[src/rtl/store_unit_pkg.sv]
// Shared types, widths and byte-select helper for the 16-bit register store unit.
package store_unit_pkg;

  localparam int unsigned BYTE_W         = 8;
  localparam int unsigned WORD_W         = 2 * BYTE_W;
  localparam int unsigned DEFAULT_DATA_W = WORD_W;
  localparam int unsigned DEFAULT_ADDR_W = 16;

  typedef enum logic [1:0] {
    IDLE  = 2'd0,
    WR_LO = 2'd1,
    WR_HI = 2'd2,
    DONE  = 2'd3
  } state_t;

  // Returns the high half of the word when hi is set, otherwise the low half.
  function automatic logic [BYTE_W-1:0] byte_sel(input logic [WORD_W-1:0] word,
                                                 input logic              hi);
    return hi ? word[WORD_W-1:BYTE_W] : word[BYTE_W-1:0];
  endfunction

endpackage

[src/rtl/store_addr_counter.sv]
// Byte address register for the store unit: load on start, increment after the first byte.
module store_addr_counter #(
  parameter int unsigned ADDR_W = 16
) (
  input  logic              clk,
  input  logic              rst,
  input  logic              load,
  input  logic              inc,
  input  logic [ADDR_W-1:0] load_val,
  output logic [ADDR_W-1:0] count
);

  // Load wins over increment; increment wraps modulo 2^ADDR_W.
  always_ff @(posedge clk) begin
    if (!rst) begin
      count <= '0;
    end else if (load) begin
      count <= load_val;
    end else if (inc) begin
      count <= count + ADDR_W'(1);
    end
  end

endmodule

[src/rtl/reg16_store_unit.sv]
// Stores a captured 16-bit register word to byte-wide memory as two handshaked writes.
// Define STORE_BIG_ENDIAN_EN to write the high byte to the base address.
module reg16_store_unit #(
  parameter int unsigned DATA_W = store_unit_pkg::DEFAULT_DATA_W,
  parameter int unsigned BYTE_W = store_unit_pkg::BYTE_W,
  parameter int unsigned ADDR_W = store_unit_pkg::DEFAULT_ADDR_W
) (
  input  logic              clk,
  input  logic              rst,
  input  logic              start,
  input  logic [DATA_W-1:0] data_i,
  input  logic [ADDR_W-1:0] addr_i,
  output logic              mem_we,
  output logic [ADDR_W-1:0] mem_addr,
  output logic [BYTE_W-1:0] mem_data,
  input  logic              mem_ready,
  output logic              busy,
  output logic              done
);

  import store_unit_pkg::*;

`ifdef STORE_BIG_ENDIAN_EN
  localparam bit FIRST_HI = 1'b1;
`else
  localparam bit FIRST_HI = 1'b0;
`endif

  state_t            state;
  state_t            state_n;
  logic [DATA_W-1:0] word_q;
  logic [DATA_W-1:0] word_n;
  logic [BYTE_W-1:0] data_n;
  logic              we_n;
  logic              busy_n;
  logic              done_n;
  logic              addr_load;
  logic              addr_inc;

  store_addr_counter #(
    .ADDR_W (ADDR_W)
  ) u_addr (
    .clk      (clk),
    .rst      (rst),
    .load     (addr_load),
    .inc      (addr_inc),
    .load_val (addr_i),
    .count    (mem_addr)
  );

  // State and registered outputs; outputs are precomputed from the next state.
  always_ff @(posedge clk) begin
    if (!rst) begin
      state    <= IDLE;
      word_q   <= '0;
      mem_we   <= 1'b0;
      mem_data <= '0;
      busy     <= 1'b0;
      done     <= 1'b0;
    end else begin
      state    <= state_n;
      word_q   <= word_n;
      mem_we   <= we_n;
      mem_data <= data_n;
      busy     <= busy_n;
      done     <= done_n;
    end
  end

  // Next-state and next-output decode; mem_we is only ever high in WR_LO/WR_HI.
  always_comb begin
    state_n   = state;
    word_n    = word_q;
    we_n      = mem_we;
    data_n    = mem_data;
    addr_load = 1'b0;
    addr_inc  = 1'b0;
    unique case (state)
      IDLE: begin
        if (start) begin
          state_n   = WR_LO;
          word_n    = data_i;
          we_n      = 1'b1;
          data_n    = BYTE_W'(byte_sel(WORD_W'(data_i), FIRST_HI));
          addr_load = 1'b1;
        end
      end
      WR_LO: begin
        if (mem_ready) begin
          state_n  = WR_HI;
          data_n   = BYTE_W'(byte_sel(WORD_W'(word_q), !FIRST_HI));
          addr_inc = 1'b1;
        end
      end
      WR_HI: begin
        if (mem_ready) begin
          state_n = DONE;
          we_n    = 1'b0;
        end
      end
      DONE: begin
        state_n = IDLE;
        we_n    = 1'b0;
      end
      default: begin
        state_n = IDLE;
        we_n    = 1'b0;
      end
    endcase
    busy_n = (state_n != IDLE);
    done_n = (state_n == DONE);
  end

endmodule

[config.mk]
export PLATFORM = sky130hd
export DESIGN_NAME = reg16_store_unit
export DESIGN_NICKNAME = d
export VERILOG_FILES = /design/src/rtl/store_unit_pkg.sv /design/src/rtl/store_addr_counter.sv /design/src/rtl/reg16_store_unit.sv
export SDC_FILE = /design/constraint.sdc
export NUM_CORES = 1
export LEC_CHECK = 0
export CORE_MARGIN = 3
export CORE_UTILIZATION = 45
export DETAILED_ROUTE_END_ITERATION = 10
export PLACE_DENSITY_LB_ADDON = 0.2
export SYNTH_ARGS = -nofsm -noshare
export SYNTH_HDL_FRONTEND = slang
export SYNTH_SLANG_ARGS = --single-unit
[constraint.sdc]
create_clock -name clk -period 1.8 [get_ports clk]
set_input_delay 0.54 -clock clk [delete_from_list [all_inputs] [get_ports clk]]
set_output_delay 0.54 -clock clk [all_outputs]
set_load 0.05 [all_outputs]
Yosys cells after proc, flatten, opt, wreduce, memory -nomap -nowiden. Cells that the tools add are included.

Equality and inequality tests: 7. Add/sub/neg operators: 1. Muxes and demuxes: 16. Reduce and logical (&&, ||, !) cells: 8.

Operators by type and width (count): $mux W16 (2); $add A16 B1 Y16 const B (1); $mux W8 (2); $pmux W8 S2 (1); $pmux W2 S4 (1); $eq A2 B2 Y1 const B (3); $mux W1 (6); $mux W2 (3); $ne A2 B2 Y1 const B (3); $reduce_and A3 Y1 (2); $reduce_bool A2 Y1 (3); $pmux W1 S3 (1); $reduce_bool A3 Y1 (1); $eq A2 B1 Y1 const B (1); $logic_not A2 Y1 (1); $reduce_and A2 Y1 (1).

Input port bits: 36. Word-level logic and storage cells: 39. Bits in registers: 45.

Logic depth before layout (Yosys ltp).
Depth after elaboration: 4. Mapped depth: 6. Depth with buffers taken out: 5.

Hierarchy. A second synthesis with hierarchy kept.

Cells, all modules: 182. Area, all modules: 1750.4 sq um.

By module, submodules not included: store_addr_counter (seq. area each 320.3 sq um, times used 1, area each 919.6 sq um, cells each 99); reg16_store_unit (seq. area each 420.4 sq um, times used 1, area each 830.8 sq um, cells each 83).

Worst setup path after synthesis. OpenSTA, ideal clock, no wires.

Path type: register to register. Start: reg u_addr.count[9]. End: reg u_addr.count[13]. Data arrival time: 1.945 ns. Library setup time: 0.074 ns. Period minus slack after synthesis: 2.019 ns. Slack: -0.219 ns. Buffers on the path: 1. Cell stages (with the launch flop): 6. Cells stage by stage: dfxtp_1 -> clkbuf_2 -> nand4_1 -> or2_2 -> or4_1 -> a31oi_1.

Cells in the longest elaborated chain, start to end: 3.

RTL lines: start: declaration (line store_addr_counter.sv:10) `output logic [ADDR_W-1:0] count`; start signal: assignment (line store_addr_counter.sv:18) `count <= load_val;`; start signal: assignment (line store_addr_counter.sv:20) `count <= count + ADDR_W'(1);`; $add A16 B1 Y16 (line store_addr_counter.sv:20); $mux W16 (line store_addr_counter.sv:19) `end else if (inc) begin`; $mux W16 (line store_addr_counter.sv:17) `end else if (load) begin`.

Every way passes these cells. The select of a mux whose other input is x is not followed. A chain may end at the register's enable or synchronous reset.

Final worst setup path.
Start: reg u_addr.count[0]. End: reg u_addr.count[6].

The elaborated chain is that of the path after synthesis.

==> flow_metrics.tcl <==
set metrics [dict create \
    ir_drop_mv 0.6019 \
    clockBufferDepth 2 \
    synthDistinctLibCells 47 \
    final_cell_count_no_fill 356 \
    maxSlewHeadroom 0.7518 \
    num_io_pins 63 \
    cts.clk_slew.worst_paths_ns 0.07 \
    synth-xor-area-share 0.01856 \
    critical_path.slowest_cell "dfxtp_2" \
    netlist_area_um2 1888 \
    synth_top_area_cell "dfxtp_1" \
    layout_min_cycle_time_ns 1.677 \
    drt-total-wl_mm 5.259 \
    drtPass1Iterations 4 \
    skew_ns 0.007216 \
    synth_top_family_by_area "compound AO/OA/AOI/OAI gates" \
    whs_ns 0.4636 \
    synth_simple_gate_area_frac 0.2333 \
    start_util 0.4899 \
    die_y_um 70.78 \
    die_area_um2 5009 \
    cts.sinks 37 \
    hp-start "word_q[11]" \
    end_kind "flip-flop" \
    cap_viol_max_count 0 \
    critical_path.cell_chain "ha_1, nand4b_1, buf_4, o211ai_1, o31a_1, a21boi_0" \
    layout_setup_ws_ns 0.1231 \
    grt_max_degree 15 \
    synth-compound-area-share 0.2425 \
    hold_violations 0 \
    crit_family "compound AO/OA/AOI/OAI gates" \
    areaGrowthSynthToFinish_pct 61.56 \
    muxShareOfSynthArea 0.06362 \
    r2r-start "u_addr.count[0]" \
    p_leak_uw 0.001345 \
    max_stage_delay_ns 0.41 \
    cts_hold_buffers 0 \
    status "finished clean" \
    async_flop_share 0 \
    fmax_ghz 0.5963 \
    grt_util_all_layers 0.2102 \
    synth_edf_count 0 \
    fin_crit_sh 0.9316 \
    die_x_um 70.78 \
    crit_type "reg -> reg" \
    portBuffers 62 \
    synth-adder-area-share 0.006627 \
    preCtsSetupSlack_ns -0.3890 \
    yosys_warnings 0 \
    drive_gt1_frac 0.2825 \
    routed-via-count 1993 \
    crit_arrival_ns 1.85 \
    routed_via_density 5.598 \
    postSynthRegisterBits 37 \
    num_rows 22 \
    dr.first_iter.drc_count 152 \
    layout.nets 345 \
    dp_cells 347 \
    cp_max_fo 6 \
    powerDensity_nw_per_um2 821.8 \
    worst_slew_pin_slew_ns 0.3689 \
    antenna_found_initial 0 \
    startpoint "u_addr.count[0]" \
    yosys-top-cells-area "dfxtp_1 (39%), nand2_1 (7.2%), o211a_1 (6.9%)" \
    yosysTopAreaCellShare 0.3923 \
    synthTopCellsByCount "dfxtp_1 (37), nand2_1 (36), o211a_1 (13), clkbuf_1 (12), mux2i_1 (12)" \
    synth.most_common_cell "dfxtp_1" \
    cts_buffers 5 \
    grt_overflow 0 \
    synth_cells 219 \
    dp_hpwl_mm 3.924 \
    place_congestion 0.8077 \
    yosysSeqAreaShare 0.3923 \
    startpoint_type "flip-flop" \
    slew_violations 0 \
    rsz0062_at_grt "false" \
    finalSetupViolCount 0 \
    clk_latency_ns 0.29 \
    routedWlPerCell_um 14.77 \
    n_antenna_cell 0 \
    synthFlopType "dfxtp_1" \
    synth_nets 256 \
    cts_tree "done" \
    syn_area_per_cell_um2 8.621 \
    grt_pass1_vias 1942 \
    core_region_area_um2 3854 \
    postRouteAntennaNets 0 \
    crit_buf_inv 1 \
    cts_root_buffer "clkbuf_8" \
    grt_pass1_wl_mm 8.576 \
    min-delay-path-class "reg -> reg" \
    route.detailed.drc 0 \
    cp.required_ns 1.98 \
    ctsHtreeMaxLevel 2 \
]
routing by layer:
layer,share of wire,up-vias,GRT usage
met3,0.068,6,0.04119
met5,0,-,0
met1,0.41,941,0.2585
met4,0.012,0,0.08142
li1,-,978,-
met2,0.51,68,0.3605
layout by cell type, fill, tap and decap left out, types with 6 or more instances in the layout:
master / instances
a21oi_1: 8
clkbuf_8: 6
a21boi_0: 10
buf_12: 18
o21ai_0: 6
nand3_1: 8
clkdlybuf4s50_1: 33
dfxtp_2: 9
nor4_1: 6
mux2i_1: 12
nand2_1: 36
buf_4: 45
o211a_1: 13
dfxtp_1: 28
tightest hold or removal path, cell delays in order (launching register included):
cell and delay, ns:
dfxtp_1 0.31, nand2_1 0.04, a21boi_0 0.06
path summary, 6_finish.rpt:
check | to | slack [ns] | cells after the start
min reg2reg | word_q[11] | 0.46 | 2
min | word_q[11] | 0.46 | 2
max | u_addr.count[6] | 0.12 | 6
max reg2reg | u_addr.count[6] | 0.12 | 6
power breakdown:
group	leakage [µW]	switching (µW)	internal, µW
Clock	0.0000443	292	304
Combinational	0.000992	473	454
Sequential	0.000309	78.7	904
Total	0.00135	844	1660
final cells by class:
| class | instances | area, µm² |
|---|---|---|
| Multi-Input combinational cell | 162 | 1080 |
| Fill cell | 280 | 803.3 |
| Tap cell | 48 | 60.06 |
| Timing Repair Buffer | 99 | 1061 |
| Clock buffer | 7 | 86.33 |
| Sequential cell | 37 | 752.0 |
| Inverter | 3 | 11.26 |
registers in the layout (all words and copies together) (netlist names):
register,count
state,2
u_addr.count,16
done,1
word_q,8
mem_data,8
mem_we,1
busy,1
logic make-up after synthesis:
family / Yosys count
buffers and inverters: 20
adder cells (fa/ha/maj): 1
XOR/XNOR: 4
multiplexers: 12
flip-flops: 37
AND/OR/NAND/NOR: 86
AO/OA/AOI/OAI: 59
what timing repair did:
item / 4_1_cts / 5_1_grt
endpoints found under the hold margin: 0 / 0
endpoints found under the setup margin: 10 / 15
pin swaps: 1 / 2
gates resized for setup: 3 / 5
buffers inserted: 0 / 2
stage by stage:
step                        util  instance area [µm²]  power (µW)  TNS, ns
after floorplan                -                 1899        1461  -0.1468
after global placement    0.7617                 2935        1899   -8.134
after detailed placement  0.7617                 2935        1914   -8.604
after CTS                 0.7844                 3023        2503        0
after global routing      0.7916                 3050        2607        0
final                     0.7916                 3050        2507        0
Power figures use the tool's default switching activity.
